$ cat src/rtl/rgb_frame_capture.sv
// rgb_frame_capture: binarises an RGB565 video stream inside a fixed capture
// window and streams one bit per pixel into a frame buffer.
// Optional feature macro: CAPTURE_MEASURE_EN (frame timing measurement on
// MEAS_W / MEAS_H / LINE_ERR); when undefined those outputs are tied to 0.
module rgb_frame_capture #(
  parameter int unsigned IMG_W  = 630,
  parameter int unsigned IMG_H  = 390,
  parameter int unsigned X_OFS  = 85,
  parameter int unsigned Y_OFS  = 45,
  parameter logic [7:0]  THRESH = 8'd78
) (
  input  logic        PixelClk,
  input  logic        nRST,
  input  logic        ENABLE,
  input  logic        VID_DE,
  input  logic        VID_HSYNC,
  input  logic        VID_VSYNC,
  input  logic [4:0]  VID_R,
  input  logic [5:0]  VID_G,
  input  logic [4:0]  VID_B,
  output logic        WR_EN,
  output logic [17:0] WR_ADDR,
  output logic        WR_DATA,
  output logic        FRAME_DONE,
  output logic [10:0] MEAS_W,
  output logic [10:0] MEAS_H,
  output logic        LINE_ERR
);

  localparam int unsigned CntW   = 11;
  localparam int unsigned AddrW  = 18;
  localparam int unsigned ColEnd = X_OFS + IMG_W;
  localparam int unsigned RowEnd = Y_OFS + IMG_H;
  localparam logic [CntW-1:0] CntMax = '1;

  typedef enum logic {
    WAIT_VS = 1'b0,
    CAPTURE = 1'b1
  } stateT;

  stateT stateQ;
  stateT stateNext;

  // stage 1 registered video inputs
  logic       deR;
  logic       hsR;
  logic       vsR;
  logic       vsPrev;
  logic       dePrev;
  logic [4:0] rR;
  logic [5:0] gR;
  logic [4:0] bR;

  logic frameStart;
  logic deFall;
  logic frameDoneC;
  logic inWinC;
  logic [7:0] lumaC;

  logic [CntW-1:0]  col;
  logic [CntW-1:0]  row;
  logic [AddrW-1:0] addrCnt;

  // stage 2 write decision
  logic             hitQ;
  logic             bitQ;
  logic [AddrW-1:0] addrQ;

  // HSYNC is registered with the rest of the timing but line framing uses DE
  logic unusedHsync;
  assign unusedHsync = hsR;

  // Register all incoming video signals once and keep delayed copies for edges
  always_ff @(posedge PixelClk or negedge nRST) begin
    if (!nRST) begin
      deR    <= 1'b0;
      hsR    <= 1'b0;
      vsR    <= 1'b0;
      vsPrev <= 1'b0;
      dePrev <= 1'b0;
      rR     <= '0;
      gR     <= '0;
      bR     <= '0;
    end else begin
      deR    <= VID_DE;
      hsR    <= VID_HSYNC;
      vsR    <= VID_VSYNC;
      vsPrev <= vsR;
      dePrev <= deR;
      rR     <= VID_R;
      gR     <= VID_G;
      bR     <= VID_B;
    end
  end

  assign frameStart = vsPrev & ~vsR;
  assign deFall     = dePrev & ~deR;

  // State register
  always_ff @(posedge PixelClk or negedge nRST) begin
    if (!nRST) begin
      stateQ <= WAIT_VS;
    end else begin
      stateQ <= stateNext;
    end
  end

  // Next state and end-of-frame detection
  always_comb begin
    stateNext  = stateQ;
    frameDoneC = 1'b0;
    case (stateQ)
      WAIT_VS: begin
        if (frameStart && ENABLE) begin
          stateNext = CAPTURE;
        end
      end
      CAPTURE: begin
        if (frameStart) begin
          frameDoneC = 1'b1;
          if (!ENABLE) begin
            stateNext = WAIT_VS;
          end
        end
      end
      default: stateNext = WAIT_VS;
    endcase
  end

  // Registered frame-done pulse
  always_ff @(posedge PixelClk or negedge nRST) begin
    if (!nRST) begin
      FRAME_DONE <= 1'b0;
    end else begin
      FRAME_DONE <= frameDoneC;
    end
  end

  // Column/row position counters, saturating, cleared at frame start
  always_ff @(posedge PixelClk or negedge nRST) begin
    if (!nRST) begin
      col <= '0;
      row <= '0;
    end else if (frameStart) begin
      col <= '0;
      row <= '0;
    end else begin
      if (deR) begin
        col <= (col == CntMax) ? col : col + CntW'(1);
      end else begin
        col <= '0;
      end
      if (deFall && (row != CntMax)) begin
        row <= row + CntW'(1);
      end
    end
  end

  assign lumaC  = 8'({rR, 1'b0}) + 8'(gR) + 8'(bR);
  assign inWinC = (stateQ == CAPTURE) && deR && !frameStart &&
                  (32'(col) >= X_OFS) && (32'(col) < ColEnd) &&
                  (32'(row) >= Y_OFS) && (32'(row) < RowEnd);

  // Stage 2: window hit, binarised pixel and incrementing write address
  always_ff @(posedge PixelClk or negedge nRST) begin
    if (!nRST) begin
      hitQ    <= 1'b0;
      bitQ    <= 1'b0;
      addrQ   <= '0;
      addrCnt <= '0;
    end else begin
      hitQ <= inWinC;
      if (frameStart) begin
        addrCnt <= '0;
      end else if (inWinC) begin
        bitQ    <= (lumaC >= THRESH);
        addrQ   <= addrCnt;
        addrCnt <= addrCnt + AddrW'(1);
      end
    end
  end

  // Stage 3: frame-buffer write port; address/data hold between writes
  always_ff @(posedge PixelClk or negedge nRST) begin
    if (!nRST) begin
      WR_EN   <= 1'b0;
      WR_ADDR <= '0;
      WR_DATA <= 1'b0;
    end else begin
      WR_EN <= hitQ;
      if (hitQ) begin
        WR_ADDR <= addrQ;
        WR_DATA <= bitQ;
      end
    end
  end

`ifdef CAPTURE_MEASURE_EN
  logic [CntW-1:0] firstLen;
  logic            errAcc;

  // Track first-line DE length and flag any line that differs from it
  always_ff @(posedge PixelClk or negedge nRST) begin
    if (!nRST) begin
      firstLen <= '0;
      errAcc   <= 1'b0;
    end else if (frameStart) begin
      firstLen <= '0;
      errAcc   <= 1'b0;
    end else if (deFall) begin
      if (row == '0) begin
        firstLen <= col;
      end else if (col != firstLen) begin
        errAcc <= 1'b1;
      end
    end
  end

  // Report the finished frame's measurements alongside FRAME_DONE
  always_ff @(posedge PixelClk or negedge nRST) begin
    if (!nRST) begin
      MEAS_W   <= '0;
      MEAS_H   <= '0;
      LINE_ERR <= 1'b0;
    end else if (frameDoneC) begin
      MEAS_W   <= firstLen;
      MEAS_H   <= row;
      LINE_ERR <= errAcc;
    end
  end
`else
  assign MEAS_W   = '0;
  assign MEAS_H   = '0;
  assign LINE_ERR = 1'b0;
`endif

endmodule

$ cat config.mk
export PLATFORM = sky130hd
export DESIGN_NAME = rgb_frame_capture
export DESIGN_NICKNAME = d
export VERILOG_FILES = /design/src/rtl/rgb_frame_capture.sv
export SDC_FILE = /design/constraint.sdc
export NUM_CORES = 1
export LEC_CHECK = 0
export ABC_CLOCK_PERIOD_IN_PS = 3550
export BUFFER_PORTS_ARGS = -buffer_cell sky130_fd_sc_hd__buf_2
export CORE_MARGIN = 3
export CORE_UTILIZATION = 62
export CTS_BUF_LIST = sky130_fd_sc_hd__clkbuf_4 sky130_fd_sc_hd__clkbuf_8 sky130_fd_sc_hd__clkbuf_16
export CTS_CLUSTER_DIAMETER = 100
export CTS_CLUSTER_SIZE = 28
export DETAILED_ROUTE_END_ITERATION = 16
export GPL_ROUTABILITY_DRIVEN = 0
export MAX_ROUTING_LAYER = met4
export PLACE_DENSITY = 0.88
export SLEW_MARGIN = 10
export SYNTH_ARGS = -nofsm -noshare
export SYNTH_HDL_FRONTEND = slang
export SYNTH_SLANG_ARGS = --single-unit
$ cat constraint.sdc
create_clock -name PixelClk -period 3.55 [get_ports PixelClk]
set_input_delay 0.355 -clock PixelClk [delete_from_list [all_inputs] [get_ports PixelClk]]
set_output_delay 0.355 -clock PixelClk [all_outputs]
set_load 0.005 [all_outputs]
; ---- Word-level counts from Yosys, hierarchy flattened
; Index checks and enable logic that the tools add are counted.
[word_totals]
ff_bits = 102
inputBits = 22
out_inout_bits = 44
elab_cells = 62
[op_classes]
add_sub_neg = 5
order_cmp = 5
eq_ne = 3
muxes = 13
bitwise = 6
reduce_logical = 12
[ops]
columns = op, n
row1 = $mux 11, 5
row2 = $mux 18, 2
row3 = $add 11x1->11 const B, 2
row4 = $add 18x1->18 const B, 1
row5 = $eq 11x11->1 const B, 1
row6 = $ge 11x6->1 const B, 1
row7 = $ge 11x7->1 const B, 1
row8 = $lt 11x10->1 const B, 1
row9 = $lt 11x9->1 const B, 1
row10 = $ne 11x11->1 const B, 1
row11 = $add 7x5->8, 1
row12 = $ge 8x7->1 const B, 1
row13 = $logic_and 1x1->1, 8
row14 = $add 6x6->7, 1
row15 = $mux 1, 5
row16 = $not 1->1, 4
row17 = $reduce_bool 2->1, 2
row18 = $ne 3x3->1 const B, 1
row19 = $and 1x1->1, 2
row20 = $pmux 1 s2, 1
row21 = $reduce_and 2->1, 1
row22 = $logic_not 1->1, 1

; ---- Longest topological paths before layout
[depth]
word_depth = 10
depth_mapped = 9
mapped_depth_nobuf = 8

; ---- Worst setup path before layout
; OpenSTA, ideal clock, no wires.
[synth_timing]
path_type = flip-flop to flip-flop
start = register rR[0]
end = register bitQ
setup_time_ns = 0.131
arrival_time_ns = 2.248
required_time_ns = 3.419
path_slack_ns = 1.171
stages_incl_launch_ff = 9
path_buffers = 0
synth_period_minus_slack_ns = 2.379
cell_sequence = dfrtp_1 > fa_1 > ha_1 > fa_1 > nand4b_1 > o311a_1 > nand4b_1 > a221oi_1 > o31ai_1
[synth_via]
elab_chain_cells = 3
[synth_lines]
columns = item, line
row1 = start: declaration, 50  ; logic [4:0] rR;
row2 = start signal: assignment, 81  ; rR <= '0;
row3 = start signal: assignment, 90  ; rR <= VID_R;
row4 = $add 6x6->7, 159  ; assign lumaC = 8'({rR, 1'b0}) + 8'(gR) + 8'(bR);
row5 = $add 7x5->8, 159
row6 = $ge 8x7->1, 176  ; bitQ <= (lumaC >= THRESH);
row7 = end signal: assignment, 176
row8 = end: declaration, 66  ; logic bitQ;
; Every way passes these cells.
; A chain may end at the register's enable or synchronous reset.

; ---- Final worst setup path
; Same ends and word-level chain as after synthesis.

==> results by group <==
Global route
  – Routing usage on met2: 0.371
  – Total grt overflow: 0
  – Antenna violations before repair: 0
  – Total GRT Usage: 0.226
  – Vias in the first global route: 3238
  – GR peak layer: met2
  – Largest net degree at the start of global routing: 42
  – Global-route wire length before repair: between 15 and 20 mm
  – Met3 GRT Util: 0.0433
  – Met1 Usage GRT: 0.284

Floorplan
  – Die W: ~94 µm
  – Rows: 31
  – Die height: 94.1 µm
  – Boundary Pins: between 60 and 70
  – Die footprint: 8850 µm²
  – Core Box Area: approximately 7400 µm²
  – Starting density of the core: 0.653

Place
  – HPWL after DPL: about 6 mm
  – Port bufs: 41

Drt
  – Detailed-route DRC error count: 0
  – Pre-antenna DRT Iters: 4
  – Vias/cell: ~6
  – Starting DRC count in detailed routing: 184
  – Total number of vias: about 3300
  – Post-detailed-route wirelength per cell: 16.1 µm
  – Antenna viol nets, final: 0
  – Final wirelength: between 8 and 9 mm

Critical path
  – Worst path arrival time: 2820 ps
  – CP Depth: 8
  – WP buf/inv: 0
  – CP delay by family, top: adder cells
  – Crit. End Element: flip-flop
  – Cell Chain, Critical Path: fa_1, ha_1, fa_1, nand4b_1, o311a_1, nand4b_1, a221oi_1, o31ai_1
  – Slowest CP cell: fa_1
  – Crit path required time: between 3000 and 4000 ps
  – Max stage delay on crit path: about 480 ps
  – Crit path max fanout: 3
  – CP startpoint kind: flip-flop
  – Crit Path Class: flip-flop to flip-flop
  – Reg2reg path depth: 8

Pwr
  – PwrDens: 407 nW/µm²
  – Maximum vdd drop: between 0.2 and 0.3 mV
  – Power, Total: 2.13 mW
  – Pleak: between 2 and 3 nW

Yosys
  – Top cell type's share of synthesized area: 0.531
  – Mapped cell area: 4810 µm²
  – Post-synthesis instance total: 413
  – Yosys warning total: 0
  – Post-synthesis register bit count: 102
  – Most numerous cell in the Yosys netlist: dfrtp_1
  – Cell taking the most area after synthesis: dfrtp_1
  – FFs w/ async S/R, synth: 1.00
  – Dominant cells by area after synthesis: dfrtp_1, mux2_2, buf_4
  – Post-synth cell types: between 50 and 60
  – Most common library cells after synthesis: dfrtp_1, mux2_2, nor2_1
  – Post-synth EDFFs: 0
  – Main synth FF type: dfrtp_1
  – Avg Cell Area, Syn: 11.6 µm²
  – Sequential fraction of the synthesis area: 0.531

Clocking
  – Clock latency on the worst-skew pair: roughly 360 ps
  – H-tree levels: 3
  – TritonCTS Buffers: 9
  – # clock sinks: between 100 and 150
  – Clk root buf: clkbuf_8
  – PostCTS Resize Cnt: 0
  – TritonCTS clock tree: done
  – Clk slew on worst S/H paths: 100 ps
  – Clock Path Buffers: 2

Finish
  – Nets: 492
  – Flip-flop and latch area: between 2000 and 3000 µm²
  – Area of the multi-input gates: 2070 µm²
  – Area delta synth->final: 8.84%
  – Layout cells sized above 1: 0.214
  – Antenna diode count: 0
  – Final-layout fill cell count: 522

Worst hold path
  – Worst Hold Depth: 1
  – Hold Crit Class: primary input to flip-flop

STA
  – Final number of setup-violating endpoints: 0
  – Fmax: roughly 0.39 GHz
  – Worst slew margin: 0.397
  – Slew @ Worst Pin: 905 ps
  – Pins Over Slew Limit: 0
  – Fin. Hold Viols: 0
  – RSZ-0062 raised after global routing: no
  – Setup TNS: 0 ps
  – Post-route clock skew: 16.3 ps
  – Final worst-path cycle share: 0.727
  – Minimum clock period: 2580 ps

Status
  – Status: finished clean

Flow run
  – Max-cap violations: 0
## final timing paths
check                              start     endpoint  slack [ps]
worst max-delay path               rR[0]         bitQ         970
worst min-delay path            VID_B[3]        bR[3]          90
worst max register to register     rR[0]         bitQ         970
worst min register to register       vsR       vsPrev         400
max in group asynchronous           nRST  WR_ADDR[17]        2250
min in group asynchronous           nRST   WR_ADDR[7]         440
## stage by stage
stage,instances,setup WS (ps),area (µm²),util,hold slack (ps)
6_report,557,968,5240,0.710,90.4
5_1_grt,557,882,5240,0.710,75.7
4_1_cts,557,953,5240,0.710,85.3
3_5_place_dp,540,978,5020,0.681,296
3_3_place_gp,540,1060,5020,0.681,287
2_1_floorplan,435,1170,4890,-,59.4
## what timing repair did
item	in CTS	in global routing
hold buffers	1	0
buffers inserted	0	0
endpoints found under the hold margin	27	0
## worst register-to-register path: stages, from the launching register on
cell and delay (ps):
dfrtp_1 400, fa_1 480, ha_1 240, fa_1 470
nand4b_1 130, o311a_1 230, nand4b_1 110, a221oi_1 310
o31ai_1 90
## cells by family after synthesis
kind of cell | Yosys count | share of synthesized area
xor gates and xnor gates | 15 | 0.0273
DFF | 102 | 0.531
muxes | 45 | 0.103
other | 1 | 0.000780
and+or+nand+nor | 138 | 0.157
AOI/OAI and AO/OA | 49 | 0.0736
buffers and inverters | 46 | 0.0554
adders and majority gates | 17 | 0.0520
## per-layer routing
| layer | wire (µm) | share of wire | up-vias |
|---|---|---|---|
| li1 | - | - | 1520 |
| met1 | 3650 | 0.41 | 1619 |
| met2 | 4710 | 0.53 | 106 |
| met3 | 414 | 0.046 | 17 |
| met4 | 171 | 0.019 | 0 |
| met5 | 0 | 0 | - |
## cell usage in the layout (no fill, tap or decap), types with 4 or more instances in the layout
master / netlist / routed
clkbuf_8: 0 / 10
a31oi_1: 4 / 4
nand3_1: 19 / 19
nor2_1: 28 / 28
mux2_1: 7 / 7
mux2_2: 30 / 30
nor3_1: 4 / 4
ha_1: 12 / 12
buf_2: 6 / 40
nand2b_1: 8 / 8
dfrtp_1: 102 / 102
conb_1: 1 / 23
o21ai_0: 5 / 5
mux2i_1: 8 / 8
and4_1: 5 / 5
nand4_1: 12 / 12
buf_4: 23 / 6
inv_1: 6 / 6
a21oi_1: 6 / 6
fa_1: 5 / 5
or4_1: 5 / 5
xnor2_1: 4 / 4
o31ai_1: 9 / 9
and3_1: 11 / 11
xor2_1: 11 / 11
o211ai_1: 5 / 5
nand2_1: 26 / 26
nand4b_1: 4 / 4
## power by group
part	switching (mW)	total, mW	internal (mW)
combinational	0.110	0.181	0.0715
sequential	0.0222	1.20	1.18
clock	0.381	0.746	0.365
## registers in the layout, indices dropped and copies added, names as in the netlist, 5 cells and up, named ones only
register  flops
gR            6
rR            5
addrQ        18
col          11
row          11
addrCnt      18
bR            5
WR_ADDR      18
## area by class of cell
cell class | count | share of cell area
flip-flops and latches | 102 | 0.488
repair buffers | 47 | 0.0488
clock inverters | 4 | 0.0105
clock buffers | 12 | 0.0292
inverters | 6 | 0.00430
multi-input cells | 287 | 0.396
well taps | 99 | 0.0237
(Power assumes the default switching activity.)
